==> src/rtl/mfcc_fifo_wr_arbiter.sv <==
// Round-robin arbiter sharing the MFCC output FIFO push port between N_REQ producers, plus FIFO level tracking.
// Zero-cycle latency: the winning beat reaches wren/push_data in the same cycle it is presented.
// fifo_full stalls all producers and freezes arbitration state; MFCC_ARB_BURST_EN enables burst grant locking.
module mfcc_fifo_wr_arbiter #(
    parameter int N_REQ     = 4,
    parameter int DATA_W    = 32,
    parameter int DEPTH     = 20,
    parameter int MAX_BURST = 4
) (
    input  logic                          clk,
    input  logic                          rstn,
    input  logic [N_REQ-1:0]              req_valid,
    input  logic [N_REQ*DATA_W-1:0]       req_data,
    output logic [N_REQ-1:0]              req_ready,
    input  logic                          fifo_full,
    input  logic                          fifo_empty,
    input  logic                          fifo_rden,
    output logic                          wren,
    output logic [DATA_W-1:0]             push_data,
    output logic [$clog2(N_REQ)-1:0]      grant_id,
    output logic [$clog2(DEPTH+1)-1:0]    level
);

    localparam int IDW = $clog2(N_REQ);
    localparam int LVW = $clog2(DEPTH+1);

    if (N_REQ < 2 || N_REQ > 8 || MAX_BURST < 1) begin : g_bad_params
        $error("mfcc_fifo_wr_arbiter: illegal parameter set");
    end

    function automatic logic [IDW-1:0] rr_next(input logic [IDW-1:0] id);
        return (int'(id) == N_REQ - 1) ? '0 : id + 1'b1;
    endfunction

    logic [IDW-1:0] rr_ptr;
    logic [IDW-1:0] rr_ptr_d;
    logic [IDW-1:0] search_base;
    logic           lock_hold;
    logic           found;
    logic [IDW-1:0] winner;
    logic           accept;
    logic           pop;

`ifdef MFCC_ARB_BURST_EN
    localparam int CW = $clog2(MAX_BURST+1);

    typedef enum logic {IDLE, LOCK} arb_state_t;

    arb_state_t     state_q, state_d;
    logic [IDW-1:0] lock_id_q, lock_id_d;
    logic [CW-1:0]  burst_cnt_q, burst_cnt_d;
    logic           lock_drop;

    // A lock whose owner went idle is released in the same cycle, so the
    // search already starts past the old owner.
    assign lock_hold   = (state_q == LOCK) && req_valid[lock_id_q];
    assign lock_drop   = (state_q == LOCK) && !req_valid[lock_id_q];
    assign search_base = lock_drop ? rr_next(lock_id_q) : rr_ptr;
`else
    assign lock_hold   = 1'b0;
    assign search_base = rr_ptr;
`endif

    // Walk the ring backwards so the last hit is the first one after search_base.
    always_comb begin
        found  = 1'b0;
        winner = '0;
        if (lock_hold) begin
            found  = 1'b1;
`ifdef MFCC_ARB_BURST_EN
            winner = lock_id_q;
`endif
        end else begin
            for (int k = N_REQ - 1; k >= 0; k--) begin
                int idx;
                idx = int'(search_base) + k;
                if (idx >= N_REQ) idx = idx - N_REQ;
                if (req_valid[idx]) begin
                    found  = 1'b1;
                    winner = IDW'(idx);
                end
            end
        end
    end

    assign accept = found && !fifo_full && rstn;
    assign pop    = fifo_rden && !fifo_empty;

    always_comb begin
        wren      = accept;
        req_ready = '0;
        grant_id  = '0;
        push_data = '0;
        if (accept) begin
            req_ready[winner] = 1'b1;
            grant_id          = winner;
            push_data         = req_data[int'(winner)*DATA_W +: DATA_W];
        end
    end

`ifdef MFCC_ARB_BURST_EN
    always_comb begin
        state_d     = state_q;
        lock_id_d   = lock_id_q;
        burst_cnt_d = burst_cnt_q;
        rr_ptr_d    = rr_ptr;
        if (!fifo_full) begin
            if (lock_drop) begin
                state_d     = IDLE;
                burst_cnt_d = '0;
                rr_ptr_d    = rr_next(lock_id_q);
            end
            if (accept) begin
                rr_ptr_d = rr_next(winner);
                if (lock_hold) begin
                    if (burst_cnt_q == CW'(MAX_BURST - 1)) begin
                        state_d     = IDLE;
                        burst_cnt_d = '0;
                    end else begin
                        burst_cnt_d = burst_cnt_q + 1'b1;
                    end
                end else if (MAX_BURST > 1) begin
                    state_d     = LOCK;
                    lock_id_d   = winner;
                    burst_cnt_d = CW'(1);
                end
            end
        end
    end

    always_ff @(posedge clk or negedge rstn) begin
        if (!rstn) begin
            state_q     <= IDLE;
            lock_id_q   <= '0;
            burst_cnt_q <= '0;
        end else begin
            state_q     <= state_d;
            lock_id_q   <= lock_id_d;
            burst_cnt_q <= burst_cnt_d;
        end
    end
`else
    assign rr_ptr_d = accept ? rr_next(winner) : rr_ptr;
`endif

    always_ff @(posedge clk or negedge rstn) begin
        if (!rstn) begin
            rr_ptr <= '0;
        end else begin
            rr_ptr <= rr_ptr_d;
        end
    end

    // Simultaneous push and pop cancel; both ends saturate rather than wrap.
    always_ff @(posedge clk or negedge rstn) begin
        if (!rstn) begin
            level <= '0;
        end else begin
            case ({accept, pop})
                2'b10:   if (level != LVW'(DEPTH)) level <= level + 1'b1;
                2'b01:   if (level != '0)          level <= level - 1'b1;
                default: level <= level;
            endcase
        end
    end

endmodule

==> config.mk <==
export PLATFORM = sky130hd
export DESIGN_NAME = mfcc_fifo_wr_arbiter
export DESIGN_NICKNAME = d
export VERILOG_FILES = /design/src/rtl/mfcc_fifo_wr_arbiter.sv
export SDC_FILE = /design/constraint.sdc
export NUM_CORES = 1
export LEC_CHECK = 0
export BUFFER_PORTS_ARGS = -buffer_cell sky130_fd_sc_hd__buf_2
export CORE_MARGIN = 5
export CORE_UTILIZATION = 30
export DETAILED_ROUTE_END_ITERATION = 7
export PLACE_DENSITY = 0.77
export SYNTH_ARGS = -nofsm -noshare
export SYNTH_HDL_FRONTEND = slang
export SYNTH_SLANG_ARGS = --single-unit
==> constraint.sdc <==
create_clock -name clk -period 2.7 [get_ports clk]
set_input_delay 0.54 -clock clk [delete_from_list [all_inputs] [get_ports clk]]
set_output_delay 0.54 -clock clk [all_outputs]
set_load 0.1 [all_outputs]
======== Word level (Yosys, flattened, before mapping) ========
Index checks and enable logic that the tools add are counted.
W data, S select, Z words.
cells by class
  $add $sub $neg .......................... 10
  order comparisons ....................... 10
  equality and inequality tests ........... 6
  shift operators ......................... 1
  mux-type cells .......................... 33
  reduce and logical (&&, ||, !) cells .... 9
operators by type and width
  kind                   count
  $mux W32               5
  $lt A32 B4 Y1 const B  4
  $shiftx A128 B8 Y32    1
  $mux W1                13
  $mux W2                6
  $sub A3 B3 Y4 const B  3
  $mux W5                2
  $pmux W5 S2            1
  $ge A3 B3 Y1 const B   3
  $bmux W1 S2            4
  $add A2 B2 Y3 const B  2
  $add A5 B1 Y5 const B  1
  $ne A5 B5 Y1 const B   1
  $reduce_bool A5 Y1     1
  $sub A5 B1 Y5 const B  1
  $eq A2 B1 Y1 const B   2
  $logic_and A1 B1 Y1    4
  $mux W4                1
  $ne A2 B2 Y1 const B   2
  $sub A2 B3 Y4 const B  1
  $add A2 B1 Y3 const B  1
  $ge A2 B3 Y1 const B   1
  $lt A2 B3 Y1 const B   1
  $reduce_and A3 Y1      1
  6 further kinds        7
storage, ports and cells
  register bits ........................... 7
  output and inout port bits .............. 44
  word-level logic and storage cells ...... 71

======== Logic depth before layout (Yosys ltp) ========
  word-level depth ........................ 15
  mapped depth ............................ 12

======== Least setup slack after synthesis ========
OpenSTA, ideal clock, no wires.
  kind .................................... in2out
  start ................................... in req_valid[1]
  end ..................................... out push_data[0]
  arrival ................................. 3551 ps
  data required time ...................... 2160 ps
  slack ................................... -1391 ps
  stages on the path ...................... 7
  buffers on the path ..................... 1
  path through ............................ nor2_1 -> nand2_1 -> nand3b_1 -> inv_1 -> nand2_1 -> buf_2 -> o22ai_1
on the way
  longest elaborated chain between the ends .. 10
RTL lines
  element                                      line  text
  start: declaration                           12    input logic [N_REQ-1:0] req_valid,
  $bmux W1 S2                                  78    if (req_valid[idx]) begin
  $mux W1 (not written as such) (2 in series)  78
  $mux W1 (3 in series)                        78
  $mux W1 (*)                                  78
  $logic_and A1 B1 Y1 (*) (2 in series)        86    assign accept = found && !fifo_full && rstn;
  net wren                                     18    output logic wren,
  $mux W32 (*)                                 94    if (accept) begin
  end: declaration                             19    output logic [DATA_W-1:0] push_data,
The timed path passes the listed nets; every way through them passes the cells marked *. The select of a mux whose other input is x is not followed.

======== Worst setup path in the final report ========
  start ................................... reg rr_ptr[1]
  end ..................................... out push_data[3]
on the way
  longest elaborated chain between the ends .. 13
RTL lines
  element                                                                 line  text
  start: declaration                                                      35    logic [IDW-1:0] rr_ptr;
  start signal: assignment                                                150   rr_ptr <= rr_ptr_d;
  parallel branches: the longest is 12 deep, another holds $sub A3 B3 Y4  -
  $mux W32 (*)                                                            94
Every way passes the cells marked *. The select of a mux whose other input is x is not followed.

==> impl_metrics.ini <==
[outcome]
status = complete, but fails checks
violations = setup timing

[logic_synthesis]
syn_nets = 335
netlist_instances = 189
synth_area_per_cell_sq_um = 9.65
yosysWarnings = 0
syn_area_sq_um = 1820
synth_cell_types = 40
seq_area_frac_synth_pct = 9.60
synth_ff_type = dfrtp_1
synth_edf_count = 0
ys_ff_latch = 7
synth-async-reset-ratio_pct = 100

[die]
die_area_sq_um = 7740
io_pins = 181
start_util_pct = 30.8
core_sq_um = 5920
die_w_um = 88.0
die_y_um = 88.0
rows = 28

[worst_setup_path]
worstRegToRegCells = 7
crit_cells = 7
cp.arrival_ns = 2.17
r2r-end = level[4]
crit_path_cell_trace = mux2i_1 -> a221oi_4 -> buf_12 -> clkbuf_16 -> mux2i_2 -> o22ai_4 -> buf_12
max_stage_delay_ns = 0.43
crit_buf_inv = 3
cpMostUsedCell = buf_12
worstPathMaxFanout = 13
r2r-start = level[1]
rrSetupSlack_ns = 0.72
slowest_stage = dfrtp_2
endpoint_kind = output pin
critPathLaunchType = register
path_class = reg2out
required_ns = 2.16
crit_family = buffers and inverters

[clock_network]
clkSinkCount = 7
cts_tree = done
cts_root_buf = clkbuf_8
clk_latency_ns = 0.22
path_clk_slew_ns = 0.04
cts_hold_buf = 0
cts_buffers = 3
htreeDepth = 1
cts_buffer_depth = 2

[pwr]
power_density_nw_per_um2 = 785
vdd_drop_max_v = 0.000412
p_leak_nw = 1.76

[route]
wl_met2_um = 5340
avgViaCountPerCell = 5.26
highest_layer = met4
wl_met1_um = 2970
num_vias = 2389
wl_per_cell_um = 20.6
wl_met3_um = 679
drt_iter0_markers = 38
drc = 0
drt_pass1_iterations = 4
ant_nets = 0
wirelength_um = 9350

[placed_design]
routabilityCongestion = 0.758
place_area_sq_um = 3750
dpl.hpwl_um = 6890
dp.cells = 448
io_buffers = 180

[global_route]
first_global_vias = 2277
grt_max_degree = 23
grt_pass1_wl_um = 11000
gr-usage-all-layers_pct = 17.9
antenna_found_initial = 0
overflow = 0

[finish]
final-seq-area_sq_um = 176
layout.cells.non_filler = 454
fin_util_pct = 72.1
area_growth_pct = 134
antenna_cells = 0
postLayoutCellArea_sq_um = 4270
nFillCells = 378
fin_nets = 526
layout-drive-gt1-share_pct = 81.8
multiInputGateArea_sq_um = 2180

[timing]
worst_pin_slew_ns = 0.495
period_needed_ns = 2.71
fmax_mhz = 369
setup_viol = 2
finalHoldViolCount = 0
fin_crit_sh_pct = 100
rsz0062_at_grt = yes
setup_ws_ns = -0.0105
max_slew_margin_pct = 67.2
finClkSkew_ns = 0.000956
maxSlewViolCount = 0

[hold_path]
hp-class = in2async

[job]
max-cap-violations = 0
-- Yosys cell counts (2+ instances only) --
master / number / share of area, %
and2_1: 4 / 1.4
inv_2: 2 / 0.41
nor2_1: 5 / 1.0
xor2_1: 3 / 1.4
buf_12: 3 / 3.3
nand2_1: 12 / 2.5
dfrtp_1: 7 / 9.6
mux2i_1: 65 / 36
inv_1: 5 / 1.0
buf_2: 6 / 1.6
a21oi_1: 2 / 0.55
xnor2_1: 2 / 0.96
buf_6: 2 / 1.2
buf_4: 2 / 0.82
o22ai_1: 6 / 2.1
ha_1: 9 / 6.2
a21boi_0: 2 / 0.82
o22ai_2: 27 / 19
o21ai_1: 2 / 0.55
nand2b_1: 3 / 1.0
-- layer usage --
metal / vias to the layer above / track usage, %
met5: - / 0
met4: 0 / 4.18
met3: 30 / 4.14
met2: 117 / 35.1
met1: 1134 / 19.2
li1: 1108 / -
-- timing repair --
item | CTS | global route
resized for setup | 5 | 76
setup endpoints to repair | 13 | 32
cloned | 0 | 2
pin swaps | 0 | 0
setup buffers | 0 | 0
-- registers in the layout, indices dropped and copies added, names as in the netlist --
| signal | count |
|---|---|
| level | 5 |
| rr_ptr | 2 |
-- placed cells by master (no fill, tap or decap), drive strengths merged --
master and n:
nand2b 3, mux2i 65, nor2 5, nand3 1
o22ai 33, o31ai 1, o21ai 3, dfrtp 7
o221ai 1, buf 200, nor2b 1, a21o 1
o21a 1, ha 9, clkbuf 6, o32a 1
a2111oi 1, or2 1, a22oi 1, a221oi 1
a21oi 2, or3b 1, a211oi 1, inv 5
and2 4, a21boi 3, nand2 12, clkinvlp 2
xnor2 2, nand3b 1, xor2 3, nor3b 1
-- power by group --
part | switching (W) | total, W | internal (W)
logic | 0.00174 | 0.00296 | 0.00122
registers | 0.0000883 | 0.000243 | 0.000154
clock network | 0.0000424 | 0.000144 | 0.000102
-- worst max path at each step --
stage / from / endpoint / slack (ns)
6_report: rr_ptr[1] / push_data[3] / -0.01
5_1_grt: rr_ptr[1] / push_data[3] / -0.09
3_5_place_dp: req_valid[3] / push_data[14] / 0.008
3_3_place_gp: req_valid[3] / push_data[20] / 0.04
4_1_cts: rr_ptr[1] / push_data[8] / -0.03
2_1_floorplan: req_valid[1] / push_data[10] / -0.44
-- per-stage QoR --
stage	worst slack, ns	power (W)	TNS (ns)	hold WS (ns)
after floorplan	-0.438	0.00213	-11.31	0.244
after global placement	0.0436	0.00275	0	0.457
final	-0.0105	0.00335	-0.0204	0.222
after CTS	-0.0288	0.00297	-0.141	0.221
after global routing	-0.0865	0.00347	-1.39	0.245
after detailed placement	0.00803	0.00280	0	0.459
-- kinds of logic after synthesis --
| group | count (synthesis) | share of synthesized area (%) |
|---|---|---|
| flops | 7 | 9.60 |
| simple gates | 30 | 8.16 |
| mux | 65 | 35.7 |
| buf+inv | 23 | 10.1 |
| fa+ha+maj | 9 | 6.17 |
| compound gates | 50 | 27.9 |
| xor+xnor | 5 | 2.40 |
-- worst register-to-register path, cell delays in order, from the launching register on --
cell and delay, ns:
dfrtp_1 0.49, xor2_1 0.21, ha_1 0.24, o21a_1 0.19, o221ai_1 0.21, a21boi_0 0.13
a211oi_1 0.27, xor2_1 0.16
-- cell type report --
| cell class | instances | area share [%] |
|---|---|---|
| Clock buffer | 4 | 1.06 |
| Tap cell | 75 | 2.20 |
| Multi-Input combinational cell | 159 | 51.0 |
| Timing Repair Buffer | 202 | 40.9 |
| Inverter | 7 | 0.791 |
| Sequential cell | 7 | 4.13 |
Power figures use the tool's default switching activity.
